`config.mk`:
```
export PLATFORM = sky130hd
export DESIGN_NAME = penalty_tracker
export DESIGN_NICKNAME = d
export VERILOG_FILES = /design/src/rtl/penalty_pkg.sv /design/src/rtl/penalty_timer.sv /design/src/rtl/penalty_tracker.sv
export SDC_FILE = /design/constraint.sdc
export NUM_CORES = 1
export LEC_CHECK = 0
export CORE_MARGIN = 1.5
export CORE_UTILIZATION = 45
export DETAILED_ROUTE_END_ITERATION = 16
export GPL_TIMING_DRIVEN = 0
export HOLD_SLACK_MARGIN = 0.08
export PLACE_DENSITY = 0.72
export SLEW_MARGIN = 20
export SYNTH_ARGS = -nofsm -noshare
export SYNTH_HDL_FRONTEND = slang
export SYNTH_SLANG_ARGS = --single-unit
export TNS_END_PERCENT = 1
```
`constraint.sdc`:
```
create_clock -name clk -period 2 [get_ports clk]
set_clock_uncertainty 0.15 [all_clocks]
set_input_delay 0.4 -clock clk [delete_from_list [all_inputs] [get_ports clk]]
set_output_delay 0.4 -clock clk [all_outputs]
set_load 0.01 [all_outputs]
```
`src/rtl/penalty_pkg.sv`:
```
// Shared definitions for the penalty tracker: state encoding and datapath widths.
package penalty_pkg;

  localparam int PENALTY_W = 4;
  localparam int TIMER_W   = 8;

  typedef enum logic [1:0] {
    PLAY     = 2'd0,
    COOLDOWN = 2'd1,
    OVER     = 2'd2
  } state_t;

endpackage

```
`src/rtl/penalty_timer.sv`:
```
// Loadable, tick-enabled 8-bit down-counter with a zero flag; shared by the
// cooldown window and the game-over blink period.
module penalty_timer
  import penalty_pkg::*;
(
  input  logic               i_clk,
  input  logic               i_reset,
  input  logic               i_clear,
  input  logic               i_load,
  input  logic [TIMER_W-1:0] i_load_val,
  input  logic               i_tick,
  output logic [TIMER_W-1:0] o_count,
  output logic               o_zero
);

  logic [TIMER_W-1:0] r_count;

  // Load wins over decrement so an expiring blink period restarts cleanly.
  always_ff @(posedge i_clk) begin
    if (i_reset || i_clear) begin
      r_count <= '0;
    end else if (i_load) begin
      r_count <= i_load_val;
    end else if (i_tick && (r_count != '0)) begin
      r_count <= r_count - TIMER_W'(1);
    end
  end

  assign o_count = r_count;
  assign o_zero  = (r_count == '0);

endmodule

```
`src/rtl/penalty_tracker.sv`:
```
// Penalty counter with post-foul cooldown and game-over detection.
// Define PENALTY_BLINK_EN to blink the penalty markers while in game-over.
module penalty_tracker
  import penalty_pkg::*;
#(
  parameter int MAX_PENALTY    = 3,
  parameter int COOLDOWN_TICKS = 8,
  parameter int BLINK_TICKS    = 4
) (
  input  logic                 clk,
  input  logic                 reset,
  input  logic                 tick,
  input  logic                 foul,
  input  logic                 new_round,
  output logic [PENALTY_W-1:0] penalty_num,
  output logic                 foul_ack,
  output logic                 game_over,
  output logic                 blink_on
);

  localparam logic [PENALTY_W-1:0] MAX_P  = PENALTY_W'(MAX_PENALTY);
  localparam logic [TIMER_W-1:0]   COOL_T = TIMER_W'(COOLDOWN_TICKS);
`ifdef PENALTY_BLINK_EN
  localparam logic [TIMER_W-1:0]   BLINK_T = TIMER_W'(BLINK_TICKS);
`endif

  if (MAX_PENALTY < 1 || MAX_PENALTY > 15 || COOLDOWN_TICKS < 1 || COOLDOWN_TICKS > 255 ||
      BLINK_TICKS < 1 || BLINK_TICKS > 255) begin : g_bad_params
    $error("penalty_tracker: parameter out of range");
  end

  state_t               r_state;
  logic [PENALTY_W-1:0] r_penalty;
  logic                 r_foul_ack;
  logic                 r_game_over;
  logic                 r_blink;

  logic [TIMER_W-1:0]   w_timer_count;
  logic                 w_timer_zero;
  logic                 w_timer_load;
  logic [TIMER_W-1:0]   w_timer_load_val;
  logic                 w_timer_tick;
  logic [PENALTY_W-1:0] w_next_penalty;
  logic                 w_accept;
  logic                 w_last;
  logic                 w_expire;

  assign w_next_penalty = (r_penalty < MAX_P) ? (r_penalty + PENALTY_W'(1)) : MAX_P;
  assign w_accept       = (r_state == PLAY) && foul && !new_round;
  assign w_last         = (w_next_penalty >= MAX_P);
  // A tick expires the timer when it takes the count from 1 to 0.
  assign w_expire       = tick && (w_timer_zero || (w_timer_count == TIMER_W'(1)));

  always_comb begin
    w_timer_load     = 1'b0;
    w_timer_load_val = COOL_T;
    w_timer_tick     = 1'b0;
    if (!new_round) begin
      case (r_state)
        PLAY: begin
          if (w_accept) begin
`ifdef PENALTY_BLINK_EN
            w_timer_load     = 1'b1;
            w_timer_load_val = w_last ? BLINK_T : COOL_T;
`else
            w_timer_load     = !w_last;
`endif
          end
        end
        COOLDOWN: w_timer_tick = tick;
`ifdef PENALTY_BLINK_EN
        OVER: begin
          w_timer_tick = tick;
          if (w_expire) begin
            w_timer_load     = 1'b1;
            w_timer_load_val = BLINK_T;
          end
        end
`endif
        default: ;
      endcase
    end
  end

  penalty_timer u_timer (
    .i_clk      (clk),
    .i_reset    (reset),
    .i_clear    (new_round),
    .i_load     (w_timer_load),
    .i_load_val (w_timer_load_val),
    .i_tick     (w_timer_tick),
    .o_count    (w_timer_count),
    .o_zero     (w_timer_zero)
  );

  // new_round returns to the same state as reset, dropping any same-cycle foul.
  always_ff @(posedge clk) begin
    if (reset || new_round) begin
      r_state     <= PLAY;
      r_penalty   <= '0;
      r_foul_ack  <= 1'b0;
      r_game_over <= 1'b0;
      r_blink     <= 1'b1;
    end else begin
      r_foul_ack <= 1'b0;
      case (r_state)
        PLAY: begin
          if (w_accept) begin
            r_penalty  <= w_next_penalty;
            r_foul_ack <= 1'b1;
            if (w_last) begin
              r_state     <= OVER;
              r_game_over <= 1'b1;
              r_blink     <= 1'b1;
            end else begin
              r_state <= COOLDOWN;
            end
          end
        end
        COOLDOWN: begin
          if (w_expire) r_state <= PLAY;
        end
        OVER: begin
`ifdef PENALTY_BLINK_EN
          if (w_expire) r_blink <= !r_blink;
`endif
        end
        default: r_state <= PLAY;
      endcase
    end
  end

  assign penalty_num = r_penalty;
  assign foul_ack    = r_foul_ack;
  assign game_over   = r_game_over;
  assign blink_on    = r_blink;

endmodule

```
==> flow_metrics.env <==
export IMPL_routed_wirelength_microns=1390
export IMPL_clkTransAtPathRegs_ns=0.10
export IMPL_row_count=14
export IMPL_globalRouteTotalUtil_pct=16.9
export IMPL_routed_via_density=5.55
export IMPL_worst_setup_path_end_kind="register"
export IMPL_final_critical_delay_including_setup_and_external_delays_ns=1.93
export IMPL_cap_viol_max_count=0
export IMPL_drt_wirelength_per_cell_microns=12.7
export IMPL_synth_async_sr_flop_share_pct=0
export IMPL_flops_latches_synth=16
export IMPL_layout_cell_area_non_filler_sq_um=950
export IMPL_synthesis_area_sq_um=753
export IMPL_first_pass_grt_wire_length_microns=2370
export IMPL_placed_cell_area_sq_um=873
export IMPL_fmax_mhz=518
export IMPL_cts_root_buffer="sky130_fd_sc_hd__clkbuf_4"
export IMPL_grt_start_max_net_pins=10
export IMPL_timing_critical_path_arrival_ns=2.00
export IMPL_clock_latency_on_the_worst_skew_pair_ns=0.29
export IMPL_via_count_of_the_first_global_routing_pass=556
export IMPL_drt_first_pass_iters=3
export IMPL_num_vias=605
export IMPL_worstReg2RegStart="u_timer.o_count[0]"
export IMPL_final_antenna_net_count=0
export IMPL_r2r_slack_ns=0.07
export IMPL_critical_path_cell_chain="inv_1 > ha_2 > nor3b_2 > a211o_4 > or4_4 > a21oi_2"
export IMPL_critical_path_launch_point="u_timer.o_count[0]"
export IMPL_power_density_nw_per_um2=618
export IMPL_coreArea_sq_um=1540
export IMPL_netlist_instances=79
export IMPL_timing_final_setup_violations=0
export IMPL_die_height_microns=43.9
export IMPL_crit_buf_inv=1
export IMPL_slew_violations=0
export IMPL_critical_path_required_ns=2.07
export IMPL_layout_area_overhead_vs_synth_pct=26.1
export IMPL_cts_buffers_inserted=3
export IMPL_synth_lib_cells_used_distinct=30
export IMPL_maximum_resistive_drop_on_vdd_uv=295
export IMPL_final_hold_worst_slack_ns=0.362
export IMPL_postCtsHoldBufs=0
export IMPL_status="finished, final reports clean"
export IMPL_dp_hpwl_microns=1010
export IMPL_endpoint="u_timer.o_count[4]"
export IMPL_power_mw=0.587
export IMPL_mostFrequentLayoutCells="sky130_fd_sc_hd__dfxtp_1 (14), sky130_fd_sc_hd__nor2_1 (9), sky130_fd_sc_hd__clkdlybuf4s50_1 (9), sky130_fd_sc_hd__a21oi_1 (6), sky130_fd_sc_hd__o21ai_0 (5)"
export IMPL_cts_max_level=1
export IMPL_place_congestion=0.758
export IMPL_critical_path_max_stage_delay_ns=0.42
export IMPL_synth_main_ff_cell="sky130_fd_sc_hd__dfxtp_1"
export IMPL_synth_avg_cell_area_sq_um=9.53
export IMPL_timing_critical_path_from_type="register"
export IMPL_design_die_area_sq_um=1930
export IMPL_layout_nets=103
export IMPL_worst_r2r_endpoint="u_timer.o_count[4]"
export IMPL_synth_edff_count=0
export IMPL_layout_commonest_cell="sky130_fd_sc_hd__dfxtp_1"
export IMPL_tritoncts_clock_tree="done"
export IMPL_worst_path_stages=6
export IMPL_slew_limit_headroom_pct=54.1
export IMPL_timing_setup_critical_path_class="reg -> reg"
export IMPL_postCtsSetupBuffers=0
export IMPL_synth_fp_nets=88
export IMPL_timing_final_hold_violations=0
export IMPL_finalWorstSetupSlack_ns=0.0708
export IMPL_rsz0062_at_grt="no"
export IMPL_cpLargestDelayFamily="simple AND/OR/NAND/NOR gates"
export IMPL_post_route_cells_drive_above_1_share_pct=18.3
export IMPL_worstMarginPinSlew_ns=0.682
export IMPL_synth_warning_count=0
export IMPL_pin_count=12
export IMPL_grt_antenna_before_repair=0
export IMPL_setup_slack_placement_ns=-0.287
export IMPL_port_buffers=10
export IMPL_critPathMaxFanout=5
export IMPL_worst_r2r_cell_count=6
export IMPL_synth_seq_area_share_pct=42.5
export IMPL_route_detailed_drc=0
export IMPL_layout_worst_path_cycle_share_pct=96.5
export IMPL_first_iter_violations=11
export IMPL_ctsLongestPathBuffers=2
export IMPL_antennaDiodeCount=0
export IMPL_critPathSlowestCell="sky130_fd_sc_hd__or4_4"
export IMPL_grt_overflow_total=0
export IMPL_numClockSinks=16
export IMPL_fp_dieW_microns=43.9
export IMPL_power_static_leakage_nw=0.352
export IMPL_initial_core_util_pct=48.9
export IMPL_timing_hold_worst_class="reg -> reg"
## metrics by stage
| step | cells | setup TNS (ns) | utilization (%) |
|---|---|---|---|
| finish | 109 | 0 | 61.6 |
| global route | 109 | 0 | 61.6 |
| detailed placement | 105 | -2.15 | 56.7 |
| CTS | 109 | 0 | 59.1 |
| global placement | 105 | -1.98 | 56.7 |
| floorplan | 79 | 0 | - |
## synth_stat cells (all sizes together) (2+ instances only)
library cell	n	area, sq um
and3	2	12.5
a31oi	2	12.5
or3	2	12.5
inv	4	15.0
or2	2	12.5
o21ai	5	25.0
nor3	2	10.0
nor4	2	12.5
a2111oi	2	20.0
xnor2	3	26.3
ha	4	50.1
a21oi	7	35.0
nor2	9	33.8
dfxtp	16	320
or4	2	15.0
## layer usage
layer | GRT usage, % | up-vias | part of all wire, %
li1 | - | 322 | -
met1 | 22.1 | 277 | 52
met2 | 25.0 | 6 | 45
met3 | 6.25 | 0 | 2.1
met4 | 7.27 | 0 | 0
met5 | 0 | - | 0
## worst min path at each step
stage,startpoint,to,slack (ns),cells after the start
2_1_floorplan,u_timer.o_count[4],u_timer.o_count[4],0.32,2
3_3_place_gp,game_over,game_over,0.31,2
3_5_place_dp,game_over,game_over,0.34,2
4_1_cts,penalty_num[2],penalty_num[2],0.36,1
5_1_grt,penalty_num[2],penalty_num[2],0.36,1
6_report,penalty_num[2],penalty_num[2],0.36,1
## logic make-up after synthesis
logic type      count (synthesis)  synth area share (%)
compound gates                 21                  17.6
xor+xnor                        4                  4.65
fa+ha+maj                       4                  6.64
buf+inv                         5                  2.99
flops                          16                  42.5
mux                             1                  1.33
other cells                     1                 0.498
simple gates                   27                  23.8
## report_power, final
| part | total [mW] | internal, mW | switching [mW] |
|---|---|---|---|
| combinational | 0.0469 | 0.0237 | 0.0231 |
| sequential | 0.326 | 0.321 | 0.00480 |
| clock | 0.214 | 0.111 | 0.104 |
| total | 0.587 | 0.456 | 0.132 |
## registers in the layout (all words and copies together), names as in the netlist
register	count
r_state	2
foul_ack	1
penalty_num	4
game_over	1
u_timer.o_count	8
## worst register-to-register path, cell delays in order (launching register included)
cell and delay [ns]:
sky130_fd_sc_hd__dfxtp_4 0.38, sky130_fd_sc_hd__inv_1 0.06, sky130_fd_sc_hd__ha_2 0.19, sky130_fd_sc_hd__nor3b_2 0.18, sky130_fd_sc_hd__a211o_4 0.36, sky130_fd_sc_hd__or4_4 0.42
sky130_fd_sc_hd__a21oi_2 0.14
## layout make-up
| class | instances | area (sq um) |
|---|---|---|
| buffer | 1 | 7.51 |
| clock buffer | 4 | 36.3 |
| fill | 134 | 592 |
| inverter | 4 | 15.0 |
| multi-input combinational | 58 | 443 |
| sequential | 16 | 325 |
| tap | 16 | 20.0 |
| timing repair buffer | 10 | 103 |
## timing repair
item	in CTS	in global routing
setup endpoints to repair	1	7
pin swaps	0	1
gates resized for setup	1	9
Power figures use the tool's default switching activity.
